[config.mk]
export PLATFORM = sky130hd
export DESIGN_NAME = hub75_row_capture_flat
export DESIGN_NICKNAME = d
export VERILOG_FILES = /design/src/rtl/hub75_row_capture_pkg.sv /design/src/rtl/hub75_row_capture_if.sv /design/src/rtl/hub75_row_capture_sync_edge.sv /design/src/rtl/hub75_row_capture.sv /design/src/flat_wrapper.sv
export SDC_FILE = /design/constraint.sdc
export NUM_CORES = 2
export LEC_CHECK = 0
export CAP_MARGIN = 20
export CORE_ASPECT_RATIO = 1.5
export CORE_UTILIZATION = 35
export CTS_CLUSTER_SIZE = 10
export DETAILED_ROUTE_END_ITERATION = 10
export GPL_ROUTABILITY_DRIVEN = 0
export MAX_ROUTING_LAYER = met4
export PLACE_DENSITY = 0.55
export SLEW_MARGIN = 20
export SYNTH_ARGS = -nofsm -noshare
export SYNTH_HDL_FRONTEND = slang
export SYNTH_HIERARCHICAL = 1
export SYNTH_SLANG_ARGS = --single-unit
[constraint.sdc]
create_clock -name sclk -period 26.4 [get_ports sclk]
set_input_delay 5.28 -clock sclk [delete_from_list [all_inputs] [get_ports sclk]]
set_output_delay 5.28 -clock sclk [all_outputs]
set_load 0.05 [all_outputs]
[src/rtl/hub75_row_capture_pkg.sv]
// Shared constants and pixel layout for the HUB75 row-capture slice.
package hub75_cap_pkg;

  localparam int COLS_DEF      = 32;
  localparam int ADDR_W_DEF    = 4;
  localparam int SYNC_DEPTH    = 2;
  localparam int EDGE_MASK_CYC = 3;
  localparam int CNT_W         = 6;

  // Bit order {r0,g0,b0,r1,g1,b1}: upper-half colour in the high bits.
  typedef struct packed {
    logic r0;
    logic g0;
    logic b0;
    logic r1;
    logic g1;
    logic b1;
  } pix_t;

  function automatic pix_t pack_pix(input logic [2:0] rgb0, input logic [2:0] rgb1);
    pix_t p;
    p = {rgb0, rgb1};
    return p;
  endfunction

endpackage

[src/rtl/hub75_row_capture_if.sv]
// Panel bus as emitted by the HUB75 driver; master = driver, slave = capture.
interface hub75_row_capture_if
  import hub75_cap_pkg::*;
#(
  parameter int ADDR_W = ADDR_W_DEF
);

  logic              pnl_clk;
  logic              pnl_lat;
  logic              pnl_blank;
  logic [ADDR_W-1:0] pnl_a;
  logic [2:0]        pnl_rgb0;
  logic [2:0]        pnl_rgb1;

  modport master (
    output pnl_clk, pnl_lat, pnl_blank, pnl_a, pnl_rgb0, pnl_rgb1
  );

  modport slave (
    input pnl_clk, pnl_lat, pnl_blank, pnl_a, pnl_rgb0, pnl_rgb1
  );

endinterface

[src/rtl/hub75_row_capture_sync_edge.sv]
// Equal-depth synchronizer plus rise detector; rises are suppressed while i_mask is high.
module hub75_sync_edge
  import hub75_cap_pkg::*;
#(
  parameter int W = 1
) (
  input  logic         sclk,
  input  logic         rst_n,
  input  logic         i_mask,
  input  logic [W-1:0] i_d,
  output logic [W-1:0] o_sync,
  output logic [W-1:0] o_rise
);

  logic [W-1:0] r_sync [SYNC_DEPTH];
  logic [W-1:0] r_prev;

  always_ff @(posedge sclk) begin
    if (!rst_n) begin
      for (int i = 0; i < SYNC_DEPTH; i++) begin
        r_sync[i] <= '0;
      end
      r_prev <= '0;
    end else begin
      r_sync[0] <= i_d;
      for (int i = 1; i < SYNC_DEPTH; i++) begin
        r_sync[i] <= r_sync[i-1];
      end
      r_prev <= r_sync[SYNC_DEPTH-1];
    end
  end

  assign o_sync = r_sync[SYNC_DEPTH-1];
  assign o_rise = o_sync & ~r_prev & {W{~i_mask}};

endmodule

[src/rtl/hub75_row_capture.sv]
// Oversampling HUB75 capture: rebuilds latched rows into a row store and flags bad shift counts.
// Define HUB75_CAP_ONTIME_EN to build the blank-low on-time counter; otherwise o_ontime is 0.
module hub75_row_capture
  import hub75_cap_pkg::*;
#(
  parameter int COLS     = COLS_DEF,
  parameter int ADDR_W   = ADDR_W_DEF,
  parameter int ONTIME_W = 16
) (
  input  logic                sclk,
  input  logic                rst_n,
  hub75_row_capture_if.slave  pnl,
  input  logic [ADDR_W+4:0]   i_rd_addr,
  output logic [5:0]          o_rd_data,
  output logic                o_row_valid,
  output logic [ADDR_W-1:0]   o_row_addr,
  output logic [CNT_W-1:0]    o_row_cols,
  output logic                o_row_err,
  output logic [ONTIME_W-1:0] o_ontime
);

  localparam int DEPTH  = 2 ** ADDR_W;
  localparam int DAT_W  = ADDR_W + 7;
  localparam int MASK_W = $clog2(EDGE_MASK_CYC + 1);

  logic [MASK_W-1:0] r_mask_cnt;
  logic              w_mask;

  logic              w_clk_rise;
  logic              w_lat_rise;
  logic              w_clk_sync_unused;
  logic              w_lat_sync_unused;
  logic [DAT_W-1:0]  w_dat_s;
  logic [DAT_W-1:0]  w_dat_rise_unused;
  logic              w_blank_s;
  logic [ADDR_W-1:0] w_a_s;
  pix_t              w_pix_s;

  pix_t              r_shift [COLS];
  pix_t              w_shift_nxt [COLS];
  logic [CNT_W-1:0]  r_col_cnt;
  logic [CNT_W-1:0]  w_cnt_nxt;

  pix_t              r_store [DEPTH][COLS];
  pix_t              r_rd_data;
  logic              r_row_valid;
  logic [ADDR_W-1:0] r_row_addr;
  logic [CNT_W-1:0]  r_row_cols;
  logic              r_row_err;

  logic [ADDR_W-1:0] w_rd_row;
  logic [4:0]        w_rd_col;

  // Synchronizers start at 0, so a line already high at reset release would look like a rise.
  assign w_mask = (r_mask_cnt != '0);

  always_ff @(posedge sclk) begin
    if (!rst_n) begin
      r_mask_cnt <= MASK_W'(EDGE_MASK_CYC);
    end else if (w_mask) begin
      r_mask_cnt <= r_mask_cnt - 1'b1;
    end
  end

  hub75_sync_edge #(.W(1)) u_sync_clk (
    .sclk   (sclk),
    .rst_n  (rst_n),
    .i_mask (w_mask),
    .i_d    (pnl.pnl_clk),
    .o_sync (w_clk_sync_unused),
    .o_rise (w_clk_rise)
  );

  hub75_sync_edge #(.W(1)) u_sync_lat (
    .sclk   (sclk),
    .rst_n  (rst_n),
    .i_mask (w_mask),
    .i_d    (pnl.pnl_lat),
    .o_sync (w_lat_sync_unused),
    .o_rise (w_lat_rise)
  );

  hub75_sync_edge #(.W(DAT_W)) u_sync_dat (
    .sclk   (sclk),
    .rst_n  (rst_n),
    .i_mask (w_mask),
    .i_d    ({pnl.pnl_blank, pnl.pnl_a, pnl.pnl_rgb0, pnl.pnl_rgb1}),
    .o_sync (w_dat_s),
    .o_rise (w_dat_rise_unused)
  );

  assign w_blank_s = w_dat_s[DAT_W-1];
  assign w_a_s     = w_dat_s[ADDR_W+5:6];
  assign w_pix_s   = pack_pix(w_dat_s[5:3], w_dat_s[2:0]);

  // Shift is resolved before the latch so a same-cycle clock rise lands in the committed row.
  always_comb begin
    for (int i = 0; i < COLS; i++) begin
      w_shift_nxt[i] = r_shift[i];
    end
    w_cnt_nxt = r_col_cnt;
    if (w_clk_rise) begin
      for (int i = 0; i < COLS - 1; i++) begin
        w_shift_nxt[i] = r_shift[i+1];
      end
      w_shift_nxt[COLS-1] = w_pix_s;
      if (r_col_cnt != '1) begin
        w_cnt_nxt = r_col_cnt + 1'b1;
      end
    end
  end

  always_ff @(posedge sclk) begin
    if (!rst_n) begin
      for (int i = 0; i < COLS; i++) begin
        r_shift[i] <= '0;
      end
      r_col_cnt   <= '0;
      r_row_valid <= 1'b0;
      r_row_addr  <= '0;
      r_row_cols  <= '0;
      r_row_err   <= 1'b0;
    end else begin
      for (int i = 0; i < COLS; i++) begin
        r_shift[i] <= w_shift_nxt[i];
      end
      r_row_valid <= w_lat_rise;
      if (w_lat_rise) begin
        r_col_cnt  <= '0;
        r_row_addr <= w_a_s;
        r_row_cols <= w_cnt_nxt;
        if (w_cnt_nxt != CNT_W'(COLS)) begin
          r_row_err <= 1'b1;
        end
      end else begin
        r_col_cnt <= w_cnt_nxt;
      end
    end
  end

  // Store has no reset; a same-cycle write and read of one entry returns the pre-write data.
  always_ff @(posedge sclk) begin
    if (rst_n && w_lat_rise) begin
      for (int c = 0; c < COLS; c++) begin
        r_store[w_a_s][c] <= w_shift_nxt[c];
      end
    end
  end

  assign w_rd_row = i_rd_addr[ADDR_W+4:5];
  assign w_rd_col = i_rd_addr[4:0];

  always_ff @(posedge sclk) begin
    if (!rst_n) begin
      r_rd_data <= '0;
    end else begin
      r_rd_data <= r_store[w_rd_row][w_rd_col];
    end
  end

  assign o_rd_data   = r_rd_data;
  assign o_row_valid = r_row_valid;
  assign o_row_addr  = r_row_addr;
  assign o_row_cols  = r_row_cols;
  assign o_row_err   = r_row_err;

`ifdef HUB75_CAP_ONTIME_EN
  logic [ONTIME_W-1:0] r_on_cnt;
  logic [ONTIME_W-1:0] r_ontime;

  always_ff @(posedge sclk) begin
    if (!rst_n) begin
      r_on_cnt <= '0;
      r_ontime <= '0;
    end else if (w_lat_rise) begin
      r_ontime <= r_on_cnt;
      r_on_cnt <= '0;
    end else if (!w_blank_s && (r_on_cnt != '1)) begin
      r_on_cnt <= r_on_cnt + 1'b1;
    end
  end

  assign o_ontime = r_ontime;
`else
  logic w_blank_unused;
  assign w_blank_unused = w_blank_s;
  assign o_ontime       = '0;
`endif

endmodule

[src/flat_wrapper.sv]
// flat-port wrapper written by rule: the top's interface ports become plain ports
module hub75_row_capture_flat import hub75_cap_pkg::*;
#(
  parameter int COLS     = COLS_DEF,
  parameter int ADDR_W   = ADDR_W_DEF,
  parameter int ONTIME_W = 16
)
  (sclk, rst_n, i_rd_addr, o_rd_data, o_row_valid, o_row_addr, o_row_cols, o_row_err, o_ontime, pnl_pnl_clk, pnl_pnl_lat, pnl_pnl_blank, pnl_pnl_a, pnl_pnl_rgb0, pnl_pnl_rgb1);
  hub75_row_capture_if #(.ADDR_W(ADDR_W)) pnl_i ();
  input  logic sclk;
  input  logic rst_n;
  input  logic [ADDR_W+4:0] i_rd_addr;
  output logic [5:0] o_rd_data;
  output logic o_row_valid;
  output logic [ADDR_W-1:0] o_row_addr;
  output logic [CNT_W-1:0] o_row_cols;
  output logic o_row_err;
  output logic [ONTIME_W-1:0] o_ontime;
  input wire logic [$bits(pnl_i.pnl_clk)-1:0] pnl_pnl_clk;
  input wire logic [$bits(pnl_i.pnl_lat)-1:0] pnl_pnl_lat;
  input wire logic [$bits(pnl_i.pnl_blank)-1:0] pnl_pnl_blank;
  input wire logic [$bits(pnl_i.pnl_a)-1:0] pnl_pnl_a;
  input wire logic [$bits(pnl_i.pnl_rgb0)-1:0] pnl_pnl_rgb0;
  input wire logic [$bits(pnl_i.pnl_rgb1)-1:0] pnl_pnl_rgb1;
  assign pnl_i.pnl_clk = pnl_pnl_clk;
  assign pnl_i.pnl_lat = pnl_pnl_lat;
  assign pnl_i.pnl_blank = pnl_pnl_blank;
  assign pnl_i.pnl_a = pnl_pnl_a;
  assign pnl_i.pnl_rgb0 = pnl_pnl_rgb0;
  assign pnl_i.pnl_rgb1 = pnl_pnl_rgb1;
  hub75_row_capture #(.COLS(COLS), .ADDR_W(ADDR_W), .ONTIME_W(ONTIME_W)) u_core (.sclk(sclk), .rst_n(rst_n), .pnl(pnl_i), .i_rd_addr(i_rd_addr), .o_rd_data(o_rd_data), .o_row_valid(o_row_valid), .o_row_addr(o_row_addr), .o_row_cols(o_row_cols), .o_row_err(o_row_err), .o_ontime(o_ontime));
endmodule
==> key figures <==
Clocking
  – Root buffer cell: clkbuf_16
  – Quantity of gates resized following cts: 0
  – CTS buffer count: 374
  – Maximum root-to-sink buffer count: 4
  – Post-CTS Hold Buffers: 0
  – Worst-path clk slew: roughly 60 ps
  – Total clock sinks: about 3.3k
  – CTS tree: built
  – Clk_lat worst skew: between 900 and 1000 ps
  – # H-tree levels: 5
  – # Post-CTS Setup Buffers: 0

Power and ir drop
  – Internal power: around 8.5 mW
  – Leak pwr: 48.3 nW
  – Seq pwr share: between 50% and 60%
  – Clock group share of total power: about 44%
  – Sw frac: about a fifth
  – Combinational share of power: 3.2%
  – PwrDens: 74.6 nW/µm²
  – VDD IR-drop max: around 0.000054 V
  – Overall power: ~11 mW
  – Psw: 2.24 mW

Critical path
  – CP endpoint kind: flop
  – CP Cell Sequence: buf_8 -> buf_12 -> buf_4 -> buf_4 -> buf_4 -> mux4_2 -> mux4_2 -> a21oi_1 -> nand2_1 -> a32oi_1 -> o211ai_1
  – Critical path class: input port to flop
  – Startpoint types: input port
  – Slowest cell on crit path: buf_4
  – CP required: ~27000 ps
  – Critical Path AT: around 11000 ps
  – Max FO, Critical Path: 122
  – Most frequent CP cell: buf_4
  – Worst path max stage delay: slightly below 800 ps

Synth
  – Synthesized area: 128000 µm²
  – Synth warnings: 6
  – Post-synthesis cell count: ~6k
  – Syn Area/Cell: 21.0 µm²

Drt
  – Vias: a little over 60k
  – # DRC: 0
  – Starting DRT DRC Count: 5277
  – Remaining antenna violation count: 0
  – Wire length per cell: between 20 and 30 µm
  – Total Routed Length: around 340000 µm
  – Drt pass-1 iters: 5
  – DR vias/cell: between 5 and 6

Placement
  – Buffers added on ports: 40
  – Post-place setup slack: approximately 15000 ps
  – DP Wirelength: about 170000 µm

Finish
  – Area growth syn-to-layout: 12.9%
  – Final Net Count: between 6k and 7k
  – # fillers: about 32k
  – Share of cells above drive strength 1: 22.0%

STA
  – Final WS setup: about 16000 ps
  – Final Skew: between 70 and 80 ps
  – Hold Slack: around 440 ps
  – Slew Viols, Final: 0
  – Fin crit share: a little under 40%
  – Relative slew margins: roughly a fifth
  – Fin crit period: 10220 ps
  – RSZ-0062 raised after global routing: false
  – Final hold viol count: 0
  – Final TNS setup: 0 ps
  – Final setup fails: 0
  – Max Clk Rate: between 0.09 and 0.1 GHz
  – Worst Tran Pin Value: between 1000 and 1500 ps

Die
  – Die Ht: ~740 µm
  – I/O pins: just under 60
  – Initial Util: approximately a third
  – Placement Rows: about 270
  – Die area: 367000 µm²
  – Width of the die: about 500 µm
  – Core area: around 360000 µm²

Global route
  – Largest net degree at the start of global routing: ~120
  – Initial antenna violation count: 22
  – GRT Overall Usage: between 10% and 20%
  – Number of global-route vias before repair: roughly 65k
  – GRT overflow: 0
  – First-pass GRT wire length: approximately 480000 µm

Run
  – Max-Cap Viols: 0

Status
  – Status: finished, final reports clean

Worst hold path
  – Hold Path Class: flop to flop
## worst max-delay path: cells and delay by family
kind                   cells  cell delay (ps)
buffers and inverters      5             3370
AO/OA/AOI/OAI              3              660
multiplexers               2              930
AND/OR/NAND/NOR            1              330
## registers in the layout (all words and copies together) (netlist names), 4 cells and up
signal / count
u_core/u_sync_dat/r_sync: 20
u_core/o_rd_data: 6
u_core/r_col_cnt: 6
u_core/r_store: 3072
u_core/o_row_cols: 6
u_core/o_row_addr: 4
u_core/r_shift: 192
## power by group through the flow
| stage | Combinational [mW] | Clock, mW | Sequential [mW] |
|---|---|---|---|
| 3_3_place_gp | 0.343 | 0 | 5.77 |
| 4_1_cts | 0.345 | 4.84 | 5.66 |
| 6_report | 0.339 | 4.74 | 5.66 |
| 5_1_grt | 0.357 | 5.02 | 5.66 |
| 3_5_place_dp | 0.344 | 0 | 5.77 |
| 2_1_floorplan | 0.234 | 0 | 5.78 |
## cell usage in the layout (no fill, tap or decap), drive strengths merged, types with 25 or more instances in the layout
cell,count
nand3,28
a21oi,105
nor3,25
o22ai,70
o221ai,120
clkdlybuf4s50,33
nand2,129
mux2,197
o21ai,53
clkbuf,665
mux2i,366
nor2,76
and2,235
a22oi,75
buf,160
mux4,651
dfxtp,244
edfxtp,3072
## metrics by stage
stage | utilization, % | std cells | area [µm²]
6_report | 39.7 | 11400 | 144000
2_1_floorplan | - | 6080 | 128000
5_1_grt | 39.7 | 11400 | 144000
3_3_place_gp | 36.7 | 10700 | 133000
4_1_cts | 39.7 | 11400 | 144000
3_5_place_dp | 36.7 | 10700 | 133000
## cell type report
type | count | area [µm²] | share of cell area [%]
Clock inverter | 17 | 309 | 0.215
Multi-Input combinational cell | 2379 | 28100 | 19.5
Clock buffer | 664 | 10600 | 7.38
Tap cell | 4777 | 5980 | 4.15
Antenna cell | 17 | 42.5 | 0.0295
Timing Repair Buffer | 194 | 1770 | 1.23
Inverter | 13 | 56.3 | 0.0391
Sequential cell | 3316 | 97100 | 67.4
## path summary, 6_finish.rpt
| path | start | endpoint | slack [ps] | cells past startpoint |
|---|---|---|---|---|
| worst max register to register | u_core/r_mask_cnt[0] | u_core/r_store[12][86] | 19780 | 13 |
| worst min-delay path | u_core/u_sync_lat/r_sync[0][0] | u_core/u_sync_lat/r_sync[0][1] | 440 | 1 |
| worst min register to register | u_core/u_sync_lat/r_sync[0][0] | u_core/u_sync_lat/r_sync[0][1] | 440 | 1 |
| worst max-delay path | i_rd_addr[6] | u_core/o_rd_data[2] | 16180 | 11 |
## metal layers
metal  GRT usage (%)  routed length, µm  up-vias  part of all wire (%)
met5               -                  0        -                     0
met4            6.28              11200        0                   3.3
met3            2.05              15400      474                   4.6
met2            33.2             181000     1731                    54
met1            21.9             130000    33700                    39
li1                -                  -    25600                     -
No activity file was read; power rests on OpenSTA's default activity.
